**config.mk**
```make
export PLATFORM = sky130hd
export DESIGN_NAME = demux_burst_dispatcher
export DESIGN_NICKNAME = d
export VERILOG_FILES = /design/src/rtl/demux_pkg.sv /design/src/rtl/demux_rr_pick.sv /design/src/rtl/demux_burst_dispatcher.sv
export SDC_FILE = /design/constraint.sdc
export NUM_CORES = 1
export LEC_CHECK = 0
export ABC_CLOCK_PERIOD_IN_PS = 8700
export CAP_MARGIN = 20
export CORE_MARGIN = 2
export CORE_UTILIZATION = 51
export DETAILED_ROUTE_END_ITERATION = 8
export GPL_TIMING_DRIVEN = 1
export PLACE_DENSITY = 0.89
export SKIP_CTS_REPAIR_TIMING = 1
export SYNTH_ARGS = -nofsm -noshare
export SYNTH_HDL_FRONTEND = slang
export SYNTH_SLANG_ARGS = --single-unit
```
**constraint.sdc**
```tcl
create_clock -name clk_i -period 8.7 [get_ports clk_i]
set_clock_uncertainty 0.05 [all_clocks]
set_input_delay 2.175 -clock clk_i [delete_from_list [all_inputs] [get_ports clk_i]]
set_output_delay 2.175 -clock clk_i [all_outputs]
set_load 0.01 [all_outputs]
```
**src/rtl/demux_pkg.sv**
```systemverilog
// Shared types and sizes for the burst dispatcher and its round-robin picker.
// Channel count is fixed at 8, so the select is 3 bits wide.
package demux_pkg;
    localparam int NUM_CH = 8;
    localparam int SEL_W  = 3;

    typedef enum logic [1:0] {IDLE, ARB, XFER} dispatch_state_e;
    typedef logic [NUM_CH-1:0] ch_mask_t;
endpackage

```
**src/rtl/demux_rr_pick.sv**
```systemverilog
// Rotating-priority picker: first set mask bit in order ptr+1, ptr+2, ..., ptr.
// Latency: combinational.
// Backpressure: none; found=0 when the mask is empty.
module demux_rr_pick
    import demux_pkg::*;
(
    input  ch_mask_t         mask,
    input  logic [SEL_W-1:0] ptr,
    output logic [SEL_W-1:0] sel,
    output logic             found
);
    always_comb begin
        sel   = ptr;
        found = 1'b0;
        // i == NUM_CH wraps back onto ptr itself, so a lone enabled channel is re-granted.
        for (int i = 1; i <= NUM_CH; i++) begin
            if (!found && mask[ptr + SEL_W'(i)]) begin
                sel   = ptr + SEL_W'(i);
                found = 1'b1;
            end
        end
    end
endmodule

```
**src/rtl/demux_burst_dispatcher.sv**
```systemverilog
// Shares one upstream stream among 8 channels, granting whole bursts round-robin.
// Latency: first beat 2 cycles after valid in IDLE; 1 ARB bubble between bursts.
// Backpressure: ready_o follows the selected channel's ready; optional DEMUX_STALL_SKIP_EN abandons stuck grants.
module demux_burst_dispatcher
    import demux_pkg::*;
#(
    parameter int DATA_W    = 8,
    parameter int BURST_LEN = 4,
    parameter int STALL_CYC = 16
) (
    input  logic              clk_i,
    input  logic              rst_ni,
    input  logic [NUM_CH-1:0] cfg_en_i,
    input  logic              valid_i,
    input  logic [DATA_W-1:0] data_i,
    input  logic              last_i,
    output logic              ready_o,
    output logic [NUM_CH-1:0] ch_valid_o,
    output logic [DATA_W-1:0] ch_data_o,
    input  logic [NUM_CH-1:0] ch_ready_i,
    output logic [SEL_W-1:0]  sel_o,
    output logic              busy_o,
    output logic              stall_skip_o
);
    localparam int               CNT_W    = (BURST_LEN > 1) ? $clog2(BURST_LEN) : 1;
    localparam logic [CNT_W-1:0] LAST_CNT = CNT_W'(BURST_LEN - 1);

    dispatch_state_e  state_q, state_d;
    logic [SEL_W-1:0] sel_q, sel_d, ptr_q, ptr_d, pick_sel;
    logic [CNT_W-1:0] cnt_q, cnt_d;
    logic             pick_found, xfer, hs, burst_end, skip;

    demux_rr_pick u_pick (
        .mask  (cfg_en_i),
        .ptr   (ptr_q),
        .sel   (pick_sel),
        .found (pick_found)
    );

    assign xfer       = (state_q == XFER);
    assign ready_o    = xfer & ch_ready_i[sel_q];
    assign ch_valid_o = xfer ? (ch_mask_t'(valid_i) << sel_q) : '0;
    assign ch_data_o  = data_i;
    assign sel_o      = sel_q;
    assign busy_o     = (state_q != IDLE);
    assign hs         = valid_i & ready_o;
    assign burst_end  = hs & ((cnt_q == LAST_CNT) | last_i);

`ifdef DEMUX_STALL_SKIP_EN
    localparam int SC_W = $clog2(STALL_CYC + 1);

    logic [SC_W-1:0] stall_q;
    logic            stalling;

    // Only a grant that has not moved a single beat may be abandoned.
    assign stalling     = xfer && (cnt_q == '0) && valid_i && !ch_ready_i[sel_q];
    assign skip         = stalling && (stall_q == SC_W'(STALL_CYC - 1));
    assign stall_skip_o = skip;

    always_ff @(posedge clk_i or negedge rst_ni) begin
        if (!rst_ni) begin
            stall_q <= '0;
        end else if (stalling && !skip) begin
            stall_q <= stall_q + SC_W'(1);
        end else begin
            stall_q <= '0;
        end
    end
`else
    assign skip         = 1'b0;
    // STALL_CYC has no effect here; any legal value keeps this output at 0.
    assign stall_skip_o = (STALL_CYC < 1);
`endif

    always_ff @(posedge clk_i or negedge rst_ni) begin
        if (!rst_ni) begin
            state_q <= IDLE;
            sel_q   <= '0;
            ptr_q   <= SEL_W'(NUM_CH - 1);
            cnt_q   <= '0;
        end else begin
            state_q <= state_d;
            sel_q   <= sel_d;
            ptr_q   <= ptr_d;
            cnt_q   <= cnt_d;
        end
    end

    always_comb begin
        state_d = state_q;
        sel_d   = sel_q;
        ptr_d   = ptr_q;
        cnt_d   = cnt_q;
        unique case (state_q)
            IDLE: begin
                if (valid_i && (cfg_en_i != '0)) state_d = ARB;
            end
            ARB: begin
                if (pick_found) begin
                    sel_d   = pick_sel;
                    cnt_d   = '0;
                    state_d = XFER;
                end else begin
                    state_d = IDLE;
                end
            end
            XFER: begin
                if (burst_end || skip) begin
                    ptr_d   = sel_q;
                    cnt_d   = '0;
                    state_d = ARB;
                end else if (hs) begin
                    cnt_d = cnt_q + CNT_W'(1);
                end
            end
            default: state_d = IDLE;
        endcase
    end
endmodule

```
==> run_results.csv, run 1 <==
group,metric,value,unit
floorplan,die-width,59.07,um
placed_design,portBuffers,32,
yosys,synth.avg_cell_area,9.666,um^2
clocking,cts-root-buf,"clkbuf_4",
route,vias_per_cell,6.682,
cells_and_area,seq_area,254.0,um^2
job,maxCapViolCount,0,
min_path,hold_path.class,"flip-flop to flip-flop",
yosys,synth_ff_type,"dfrtp_1",
setup_path,worst-setup-path-type,"input pin to output pin",
clocking,cts_tree,"built",
clocking,htree_levels,1,
setup_path,crit_path_end_kind,"output pin",
route,drc,0,
cells_and_area,multiInputGateArea,0.001141,mm^2
grt,antenna_found_initial,0,
yosys,synth_edf_count,0,
timing,period_share,69.46,%
timing,rsz0062_at_grt,"no",
yosys,synth_warnings,0,
timing,layout_min_cycle_time,6043,ps
timing,finalHoldViolCount,0,
route,wl_per_cell,18.72,um
route,ant_nets,0,
pwr,finalPower,0.7187,mW
timing,worst_pin_slew,685.8,ps
clocking,insertion_delay,270,ps
timing,maxSlewViolCount,0,
grt,grt_use_met3,3.493,%
timing,finalSetupViolCount,0,
pwr,peakVddDrop,0.0002267,V
route,routed_wl,3950,um
floorplan,die_y,59.07,um
floorplan,start_util,54.67,%
yosys,synth_cells,160,
pwr,clkPwrFrac,6.1,%
floorplan,io_pins,50,
setup_path,required,6480,ps
grt,groute.usage.overall,23.79,%
yosys,yosysUniqueCellTypes,54,
pwr,netSwitchingFraction,50.08,%
cells_and_area,fill_cells,224,
timing,fmax,165.5,MHz
grt,grt_start_max_net_pins,16,
yosys,synth-seq-cells,10,
grt,grt_pass1_wl,6382,um
pwr,intPower,0.3588,mW
setup_path,start_kind,"input pin",
grt,busiest_layer,"met2",
route,drtPass1Iterations,4,
clocking,cts_num_sinks,10,
placed_design,hpwl,3164,um
pwr,leakagePower,0.7086,nW
pwr,p_switching,0.3600,mW
grt,grt_util_met1,28.01,%
cells_and_area,finish.net_count,216,
cells_and_area,drive_gt1_share,19.44,%
grt,overflow,0,
route,vias,1410,
grt,met2_usage,40.79,%
placed_design,gp_congestion,0.8709,
route,drtIter0Drc,108,
timing,relSlewSlack,53.95,%
yosys,async_flop_share,100.0,%
grt,grt_pass1_vias,1373,
timing,fin_setup_tns,0,ps
setup_path,arrival,3820,ps
clocking,numCtsBuffers,3,
clocking,cts.path.max_buffers,2,
pwr,p_per_area,393.2,mW/mm^2
floorplan,num_rows,19,
floorplan,die-area,0.003489,mm^2
status,status,"complete, no violations",
cells_and_area,syn2layout_area_growth,18.20,%
yosys,syn_nets,195,
yosys,syn_area,0.001546,mm^2
setup_path,r2r_slack,5090,ps
pwr,pwr-share-seq,17.3,%
cells_and_area,antenna_cells,0,
setup_path,crit_fanout,3,
yosys,seq_area_frac_synth,16.42,%
clocking,clk_pin_slew_worst_paths,70,ps
pwr,p_comb_share,76.7,%
floorplan,core_region_area,0.002829,mm^2
layout by cell type, fill, tap and decap left out, types with 2 or more instances in the layout:
master,instances
a21boi_1,2
a21oi_1,6
a221oi_1,2
a31oi_1,4
clkbuf_4,3
clkdlybuf4s50_1,32
dfrtp_1,7
dfstp_2,3
ha_1,7
inv_1,9
mux2_1,2
mux2_2,7
mux2_4,2
mux2i_1,3
mux4_1,4
mux4_2,8
nand2_1,17
nand2b_1,2
nand3_1,3
nand3b_1,2
nor2_1,10
nor2_2,2
nor3_1,4
o211ai_1,3
o21a_1,2
o21ai_0,4
o21ai_1,3
o22ai_1,2
worst paths after layout:
check / end / cells past startpoint / startpoint
max: ready_o / 5 / ch_ready_i[3]
min: cnt_q[1]$_DFFE_PN0P_ / 1 / cnt_q[1]$_DFFE_PN0P_
max reg2reg: state_q[1]$_DFFE_PN0P_ / 8 / ptr_q[1]$_DFFE_PN1P_
min reg2reg: cnt_q[1]$_DFFE_PN0P_ / 1 / cnt_q[1]$_DFFE_PN0P_
max in group asynchronous: ptr_q[2]$_DFFE_PN1P_ / 1 / rst_ni
min in group asynchronous: sel_o[0]$_DFFE_PN0P_ / 1 / rst_ni
registers in the layout (all words and copies together) (netlist names):
name and cells:
ptr_q 3, sel_o 3, cnt_q 2, state_q 2
through the flow:
step	setup slack, ps	area [um^2]	instances	hold WS [ps]	util, %
floorplan	3634	1546	160	412.3	-
global placement	2720	1792	207	423.4	63.33
detailed placement	2659	1792	207	439.6	63.33
CTS	2668	1828	211	456.1	64.62
global route	2605	1828	211	474.7	64.62
finish	2657	1828	211	448.7	64.62
area by class of cell:
cell class                      count  share of cell area (%)
Sequential cell                    10                   13.89
Inverter                           10                   2.053
Tap cell                           31                   2.122
Multi-Input combinational cell    124                   62.42
Timing Repair Buffer               32                   17.52
Clock buffer                        4                   1.985
layer usage:
| metal | vias to the layer above | routed length, um | part of all wire, % |
|---|---|---|---|
| met3 | 14 | 252 | 6.4 |
| met1 | 688 | 1503 | 38 |
| met2 | 71 | 2066 | 52 |
| met5 | - | 0 | 0 |
| met4 | 0 | 127 | 3.2 |
| li1 | 637 | - | - |
cell usage after synthesis (2+ instances only):
cell type  count  area [um^2]
a221oi_1       2        17.52
o21ai_1        3        15.01
clkbuf_1       3        11.26
mux2_2         7        78.83
mux2_1         2        22.52
nand3_1        3        15.01
a31oi_1        4        25.02
a21oi_1        6        30.03
nand2b_1       2        12.51
o211ai_1       3        22.52
inv_1          9        33.78
o21a_1         2        15.01
dfrtp_1        7        175.2
nand3b_1       2        15.01
buf_4         10        75.07
o22ai_1        2        12.51
mux2i_1        3        30.03
nor2_2         2        12.51
ha_1           7        87.58
mux4_1         4        105.1
nor2_1        10        37.54
o21ai_0        4        20.02
a21boi_1       2        15.01
mux4_2         8        180.2
dfstp_2        3        78.83
mux2_4         2        30.03
nor3_1         4        20.02
buf_6          2        22.52
nand2_1       17        63.81
critical path: stages:
cell	delay, ps
clkdlybuf4s50_1	410
mux4_2	470
mux2i_1	170
nor2b_1	100
clkdlybuf4s50_1	490
kinds of logic after synthesis:
group,share of synthesized area (%)
fa+ha+maj,5.663
compound gates,17.64
xor+xnor,2.185
simple gates,16.83
mux,31.23
buf+inv,9.789
other cells,0.2425
flops,16.42
power groups by stage:
stage	Combinational, mW	Sequential [mW]	Clock (mW)
CTS	0.543	0.123	0.0442
global placement	0.511	0.120	0
detailed placement	0.541	0.124	0
finish	0.551	0.124	0.0435
floorplan	0.457	0.0931	0
global route	0.590	0.130	0.0459
Power figures use the tool's default switching activity.
==> inputs of run 2 (changes only) <==
--- a/config.mk
+++ b/config.mk
@@ -5,13 +5,13 @@
 export SDC_FILE = /design/constraint.sdc
 export NUM_CORES = 1
 export LEC_CHECK = 0
-export ABC_CLOCK_PERIOD_IN_PS = 8700
+export ABC_CLOCK_PERIOD_IN_PS = 5700
 export CAP_MARGIN = 20
 export CORE_MARGIN = 2
-export CORE_UTILIZATION = 51
+export CORE_UTILIZATION = 47
 export DETAILED_ROUTE_END_ITERATION = 8
 export GPL_TIMING_DRIVEN = 1
-export PLACE_DENSITY = 0.89
+export PLACE_DENSITY = 0.83
 export SKIP_CTS_REPAIR_TIMING = 1
 export SYNTH_ARGS = -nofsm -noshare
 export SYNTH_HDL_FRONTEND = slang
==> constraint.sdc (replaced) <==
create_clock -name clk_i -period 5.7 [get_ports clk_i]
set_clock_uncertainty 0.05 [all_clocks]
set_input_delay 1.425 -clock clk_i [delete_from_list [all_inputs] [get_ports clk_i]]
set_output_delay 1.425 -clock clk_i [all_outputs]
set_load 0.01 [all_outputs]
==> run_results.csv, run 2 (same netlist as run 1, synthesis figures left out) <==
group,metric,value,unit
cells_and_area,final_area,0.001844,mm^2
grt,grt_start_max_net_pins,16,
cells_and_area,final_util,59.44,%
setup_path,cp_slowest_cell,"clkdlybuf4s50_1",
min_path,worstHoldPathCells,1,
status,status,"complete, no violations",
job,maxCapViolCount,0,
route,highest_layer,"met4",
setup_path,crit_top_cell,"clkdlybuf4s50_1",
pwr,finalPower,1.085,mW
setup_path,max_stage_delay,490,ps
timing,finalSetupViolCount,0,
placed_design,place_area,0.001808,mm^2
placed_design,hpwl,2924,um
min_path,worstHoldStart,"cnt_q[1]$_DFFE_PN0P_",
route,drc,0,
cells_and_area,syn2layout_area_growth,19.26,%
route,drtIter0Drc,77,
setup_path,arrival,3060,ps
setup_path,rr_worst_depth,8,
route,wl_met2,1981,um
clocking,insertion_delay,280,ps
placed_design,portBuffers,32,
min_path,worstHoldEndpoint,"cnt_q[1]$_DFFE_PN0P_",
timing,finalHoldViolCount,0,
setup_path,worst-setup-path-type,"input pin to output pin",
route,ant_nets,0,
cells_and_area,antenna_cells,0,
setup_path,crit_fanout,3,
timing,relSlewSlack,50.17,%
grt,grt_pass1_vias,1320,
route,wl_per_cell,16.81,um
cells_and_area,finish.net_count,216,
floorplan,num_rows,20,
timing,worst_pin_slew,742.1,ps
clocking,htree_levels,1,
timing,fin_setup_tns,0,ps
setup_path,crit_path_end_kind,"output pin",
pwr,p_per_area,588.3,mW/mm^2
cells_and_area,layout_common_cells,"clkdlybuf4s50_1, nand2_1, nor2_1",
timing,period_share,79.56,%
cells_and_area,mostFrequentLayoutCell,"clkdlybuf4s50_1",
grt,overflow,0,
grt,antenna_found_initial,0,
clocking,cts.path.max_buffers,2,
clocking,numCtsBuffers,3,
setup_path,path_cells,"clkdlybuf4s50_1, mux4_2, mux2i_1, nor2b_1, clkdlybuf4s50_1",
pwr,leakagePower,0.7086,nW
timing,fmax,220.5,MHz
clocking,clk_pin_slew_worst_paths,60,ps
timing,rsz0062_at_grt,"no",
grt,groute.usage.overall,22.13,%
floorplan,core_region_area,0.003103,mm^2
clocking,cts_tree,"built",
floorplan,io_pins,50,
pwr,peakVddDrop,0.0003003,V
setup_path,r2r-end,"state_q[1]$_DFFE_PN0P_",
timing,whs,445.1,ps
cells_and_area,drive_gt1_share,19.44,%
route,routedLengthMet1,1473,um
setup_path,r2r_slack,2130,ps
timing,layout_min_cycle_time,4535,ps
setup_path,r2r-start,"ptr_q[1]$_DFFE_PN1P_",
clocking,cts_num_sinks,10,
route,dr_wl_met3,221,um
placed_design,gp_congestion,0.8761,
floorplan,die_y,61.36,um
grt,grt_pass1_wl,6168,um
clocking,cts-root-buf,"clkbuf_4",
min_path,hold_path.class,"flip-flop to flip-flop",
route,vias,1357,
floorplan,start_util,49.84,%
route,vias_per_cell,6.058,
setup_path,start_kind,"input pin",
floorplan,die-area,0.003765,mm^2
floorplan,die-width,61.36,um
route,routed_wl,3765,um
timing,maxSlewViolCount,0,
setup_path,required,4220,ps
route,drtPass1Iterations,5,
-- run 2: cell counts in the layout (fill, tap and decap cells not counted) --
No cell type changed its count.
-- run 2: final cells by class --
type / count / area (um^2)
clock buffers: 4 / 36.28
fillers: 273 / 1259
inverters: 10 / 37.54
multi-input cells: 124 / 1141
flip-flops and latches: 10 / 254.0
well taps: 44 / 55.05
repair buffers: 32 / 320.3
-- run 2: worst max-delay path by stage --
stage	from	end	slack [ps]
2_1_floorplan	ch_ready_i[7]	ready_o	2130
3_3_place_gp	ch_ready_i[7]	ready_o	1200
3_5_place_dp	ch_ready_i[7]	ready_o	1160
4_1_cts	ch_ready_i[7]	ready_o	1160
5_1_grt	ch_ready_i[7]	ready_o	1100
6_report	ch_ready_i[7]	ready_o	1160
-- run 2: critical path, delay by kind of cell --
kind / cells / cell delay, ps
buffers and inverters: 2 / 890
muxes: 2 / 650
and+or+nand+nor: 1 / 100
-- run 2: stage by stage --
step	instances	setup slack, ps
detailed placement	220	1165
global placement	220	1197
global route	224	1096
floorplan	160	2134
finish	224	1165
CTS	224	1163
-- run 2: power breakdown --
group	total, mW	switching [mW]	internal (mW)
clock network	0.0661	0.0271	0.0389
logic	0.831	0.431	0.399
registers	0.188	0.0788	0.109
-- run 2: per-layer routing --
metal,track usage (%),vias to the layer above
li1,-,637
met1,28.29,655
met4,10.94,0
met5,0,-
met3,3.992,9
met2,36.17,56
